[src/rtl/onehot_encoder_pipe.sv]
// Registered one-hot / priority encoder with valid-ready handshakes on both sides.
// Optional saturating error counter enabled by defining ONEHOT_ERR_CNT_EN.
module onehot_encoder_pipe #(
    parameter  int N     = 8,
    parameter  int MODE  = 0,
    parameter  int CNT_W = 8,
    localparam int W     = $clog2(N)
) (
    input  logic         clk,
    input  logic         rst,
    input  logic [N-1:0] in_vec,
    input  logic         in_valid,
    output logic         in_ready,
    output logic [W-1:0] out_code,
    output logic         out_err,
    output logic         out_valid,
    input  logic         out_ready
`ifdef ONEHOT_ERR_CNT_EN
    ,
    output logic [CNT_W-1:0] err_cnt,
    input  logic             err_clr
`endif
);

    if (N < 2 || N > 256 || CNT_W < 1) begin : g_bad_param
        $error("onehot_encoder_pipe: N must be 2..256 and CNT_W >= 1");
    end

    logic [W-1:0] r_code;
    logic         r_err;
    logic         r_valid;

    logic [W-1:0] w_low_idx;
    logic         w_zero;
    logic         w_multi;
    logic         w_err;
    logic [W-1:0] w_code;
    logic         w_accept;

    always_comb begin
        w_low_idx = '0;
        for (int i = N - 1; i >= 0; i--) begin
            if (in_vec[i]) begin
                w_low_idx = W'(i);
            end
        end
    end

    // Clearing the lowest set bit leaves something only if more than one bit was set.
    assign w_zero   = (in_vec == '0);
    assign w_multi  = ((in_vec & (in_vec - {{(N-1){1'b0}}, 1'b1})) != '0);
    assign w_err    = w_zero || ((MODE == 0) && w_multi);
    assign w_code   = w_err ? '0 : w_low_idx;

    assign in_ready = !r_valid || out_ready;
    assign w_accept = in_valid && in_ready;

    always_ff @(posedge clk) begin
        if (rst) begin
            r_valid <= 1'b0;
            r_code  <= '0;
            r_err   <= 1'b0;
        end else if (w_accept) begin
            r_valid <= 1'b1;
            r_code  <= w_code;
            r_err   <= w_err;
        end else if (out_ready) begin
            r_valid <= 1'b0;
        end
    end

    assign out_code  = r_code;
    assign out_err   = r_err;
    assign out_valid = r_valid;

`ifdef ONEHOT_ERR_CNT_EN
    logic [CNT_W-1:0] r_cnt;

    // A clear coinciding with an erroneous accept still counts that error.
    always_ff @(posedge clk) begin
        if (rst) begin
            r_cnt <= '0;
        end else if (err_clr) begin
            r_cnt <= (w_accept && w_err) ? {{(CNT_W-1){1'b0}}, 1'b1} : '0;
        end else if (w_accept && w_err && (r_cnt != '1)) begin
            r_cnt <= r_cnt + 1'b1;
        end
    end

    assign err_cnt = r_cnt;
`endif

endmodule

[config.mk]
export PLATFORM = sky130hd
export DESIGN_NAME = onehot_encoder_pipe
export DESIGN_NICKNAME = d
export VERILOG_FILES = /design/src/rtl/onehot_encoder_pipe.sv
export SDC_FILE = /design/constraint.sdc
export NUM_CORES = 1
export LEC_CHECK = 0
export ABC_CLOCK_PERIOD_IN_PS = 1100
export CAP_MARGIN = 20
export CORE_AREA = 2 2 39 41
export CTS_BUF_LIST = sky130_fd_sc_hd__clkbuf_8
export CTS_CLUSTER_SIZE = 12
export DETAILED_ROUTE_END_ITERATION = 6
export DIE_AREA = 0 0 41 43
export SYNTH_ARGS = -nofsm -noshare
export SYNTH_HDL_FRONTEND = slang
export SYNTH_SLANG_ARGS = --single-unit
[constraint.sdc]
create_clock -name clk -period 1.1 [get_ports clk]
set_input_delay 0.11 -clock clk [delete_from_list [all_inputs] [get_ports clk]]
set_output_delay 0.11 -clock clk [all_outputs]
set_load 0.05 [all_outputs]
==> run_results.csv <==
group,metric,value,unit
timing,period_needed,1070,ps
global_route,grt_pass1_wl,1.86,mm
worst_setup_path,cpLargestDelayFamily,"buffers and inverters",
placement,dp_slack,-524,ps
finish,design_area,811,um2
global_route,antenna_found_initial,0,
finish,antenna_cells,0,
worst_setup_path,cp_data_arrival_time,960,ps
worst_setup_path,cp.depth,4,
worst_setup_path,end_kind,"output pin",
placement,gp_congestion,0.707,
routing,drt_iter0_drc,2,
worst_setup_path,cp_cell_sequence,"clkdlybuf4s50_1 > nand2b_4 > buf_4 > buf_12",
die,die_w,41,um
global_route,grt_overflow,0,
routing,wl_per_cell,11.4,um
timing,slew_viol_final,0,
routing,drtAntennaViolNets,0,
logic_synthesis,syn_inst,45,
finish,multi_input_area,302,um2
power,vdd_drop_max,0.000406,V
worst_setup_path,cp_slowest_stage_delay,410,ps
timing,layout_setup_ws,33.6,ps
clocking,path_clk_slew,30,ps
clocking,clock_latency,220,ps
clocking,cts_buffer_depth,2,
die,rows,14,
routing,vias_per_cell,5.03,
logic_synthesis,synth_area_leaders,"dfxtp_1 26%, nor3b_1 5.9%, nor4_4 5.6%",
logic_synthesis,ys_dominant_reg_cell,"dfxtp_1",
worst_setup_path,crit_fanout,2,
finish,nFillCells,124,
logic_synthesis,yosys-top-cells-count,"5 x dfxtp_1, 4 x a21oi_1, 4 x inv_1, 4 x nor2_1",
power,p_leak,0.365,nW
run_status,outcome,"finished clean",
global_route,use_met3,0.0419,
finish,final_layout_size_suffix_gt1_frac,0.481,
logic_synthesis,yosysWarningCount,0,
finish,area_growth,112,%
routing,first_pass_iters,2,
logic_synthesis,synth_nets,57,
placement,hpwl,804,um
logic_synthesis,synth_cell_types,25,
routing,drc,0,
worst_setup_path,slowest_stage,"clkdlybuf4s50_1",
die,io_pins,18,
timing,clock_skew,3.25,ps
clocking,cts_root_buf,"clkbuf_8",
timing,fmax,0.938,GHz
power,powerDensity,917,nW/um2
timing,finalHoldViolations,0,
timing,setup_viol,0,
finish,nets,92,
logic_synthesis,synth_area_per_cell,8.51,um2
worst_setup_path,critPathBufInv,3,
clocking,cts_tree,"built",
placement,io_buffer_count,17,
die,die_area,1760,um2
logic_synthesis,synth-seq-area-share,0.261,
worst_setup_path,startpoint_type,"primary input",
timing,worstMarginPinSlew,330,ps
finish,regArea,104,um2
routing,vias,478,
global_route,grt_pass1_vias,500,
clocking,cts_htree_levels,1,
global_route,grtUsageMet1,0.141,
global_route,use_met2,0.278,
worst_hold_path,min_path_cells,4,
logic_synthesis,synth_edf_count,0,
logic_synthesis,synth_seq_cells,5,
global_route,grt_max_degree,7,
clocking,clkSinkCount,5,
timing,finalCritPeriodShare,0.969,
run,max_cap_violations,0,
die,initial_utilization,0.277,
timing,timing.setup.tns,0,ps
logic_synthesis,yosysTopAreaCell,"dfxtp_1",
placement,postPlaceCellArea,723,um2
worst_setup_path,crit_type,"primary input to output pin",
clocking,cts_buffers,3,
global_route,grt.total_usage,0.151,
logic_synthesis,synth-async-reset-ratio,0,
logic_synthesis,synth_area,383,um2
die,core_region_area,1380,um2
worst_setup_path,r2r_cells,4,
logic_synthesis,synth.most_common_cell,"dfxtp_1",
die,die_h,43,um
timing,hold_ws,300,ps
worst_hold_path,holdCritPathClass,"primary input to flop",
worst_setup_path,required,990,ps
clocking,cts_hold_buffers,0,
global_route,top_usage_layer,"met2",
routing,wl,1.09,mm
timing,slew_headroom,0.777,
logic_synthesis,synth_top_area_share,0.261,
==> area by class of cell <==
| class | instances | share of cell area |
|---|---|---|
| timing repair buffer | 31 | 0.401 |
| multi-input combinational | 35 | 0.372 |
| sequential | 5 | 0.128 |
| clock inverter | 1 | 0.00463 |
| inverter | 4 | 0.0185 |
| tap | 16 | 0.0247 |
| clock buffer | 3 | 0.0509 |
==> tightest hold or removal path, cell delays in order <==
cell and delay, ps:
buf_6 100, a21oi_1 60, o41ai_1 60, a41o_1 160
==> layout by cell type (no fill, tap or decap), drive strengths merged, types with 3 or more instances in the layout <==
cell and count:
inv 5, dlygate4sd2 3, o21ai 3, clkbuf 3, dfxtp 5, buf 23, clkdlybuf4s50 3, nor2 5
nor3b 3, a21oi 4
==> timing repair <==
item | in CTS | in global routing
gates resized for setup | 21 | 11
hold endpoints to repair | 0 | 0
endpoints found under the setup margin | 4 | 4
gates cloned | 0 | 0
setup buffers | 3 | 1
pin swaps | 7 | 7
==> state kept, by name (all words and copies together) (netlist names) <==
register   count
out_valid      1
out_code       3
out_err        1
==> final timing paths <==
| kind | slack [ps] | start | endpoint |
|---|---|---|---|
| max | 30 | out_ready | in_ready |
| min | 300 | in_vec[3] | out_code[0]$_SDFFE_PP0P_ |
| max reg2reg | 90 | out_valid$_SDFFE_PP0P_ | out_code[0]$_SDFFE_PP0P_ |
| min reg2reg | 550 | out_err$_SDFFE_PP0P_ | out_err$_SDFFE_PP0P_ |
==> layer usage <==
layer / share of wire / vias up
met5: 0 / -
met4: 0 / 0
met3: 0.064 / 0
met2: 0.54 / 20
met1: 0.39 / 222
li1: - / 236
==> report_power, final <==
group          internal, mW  total (mW)  leakage (nW)  switching [mW]
Combinational         0.118       0.223         0.296           0.105
Sequential            0.188       0.193        0.0414         0.00560
Clock                 0.239       0.327        0.0269          0.0879
==> stage by stage <==
step / power, mW / util / instances
final: 0.743 / 0.586 / 95
after global routing: 0.782 / 0.586 / 95
after CTS: 0.745 / 0.575 / 94
after detailed placement: 0.410 / 0.523 / 87
after global placement: 0.408 / 0.523 / 87
after floorplan: 0.280 / - / 45
==> cell families (layout without fill, tap and decap cells) <==
| kind of cell | count (synthesis) | after routing | synth area share |
|---|---|---|---|
| simple gates | 17 | 17 | 0.304 |
| flops | 5 | 5 | 0.261 |
| buf+inv | 5 | 39 | 0.0490 |
| xor+xnor | 1 | 1 | 0.0229 |
| compound gates | 17 | 17 | 0.363 |
Power figures use the tool's default switching activity.
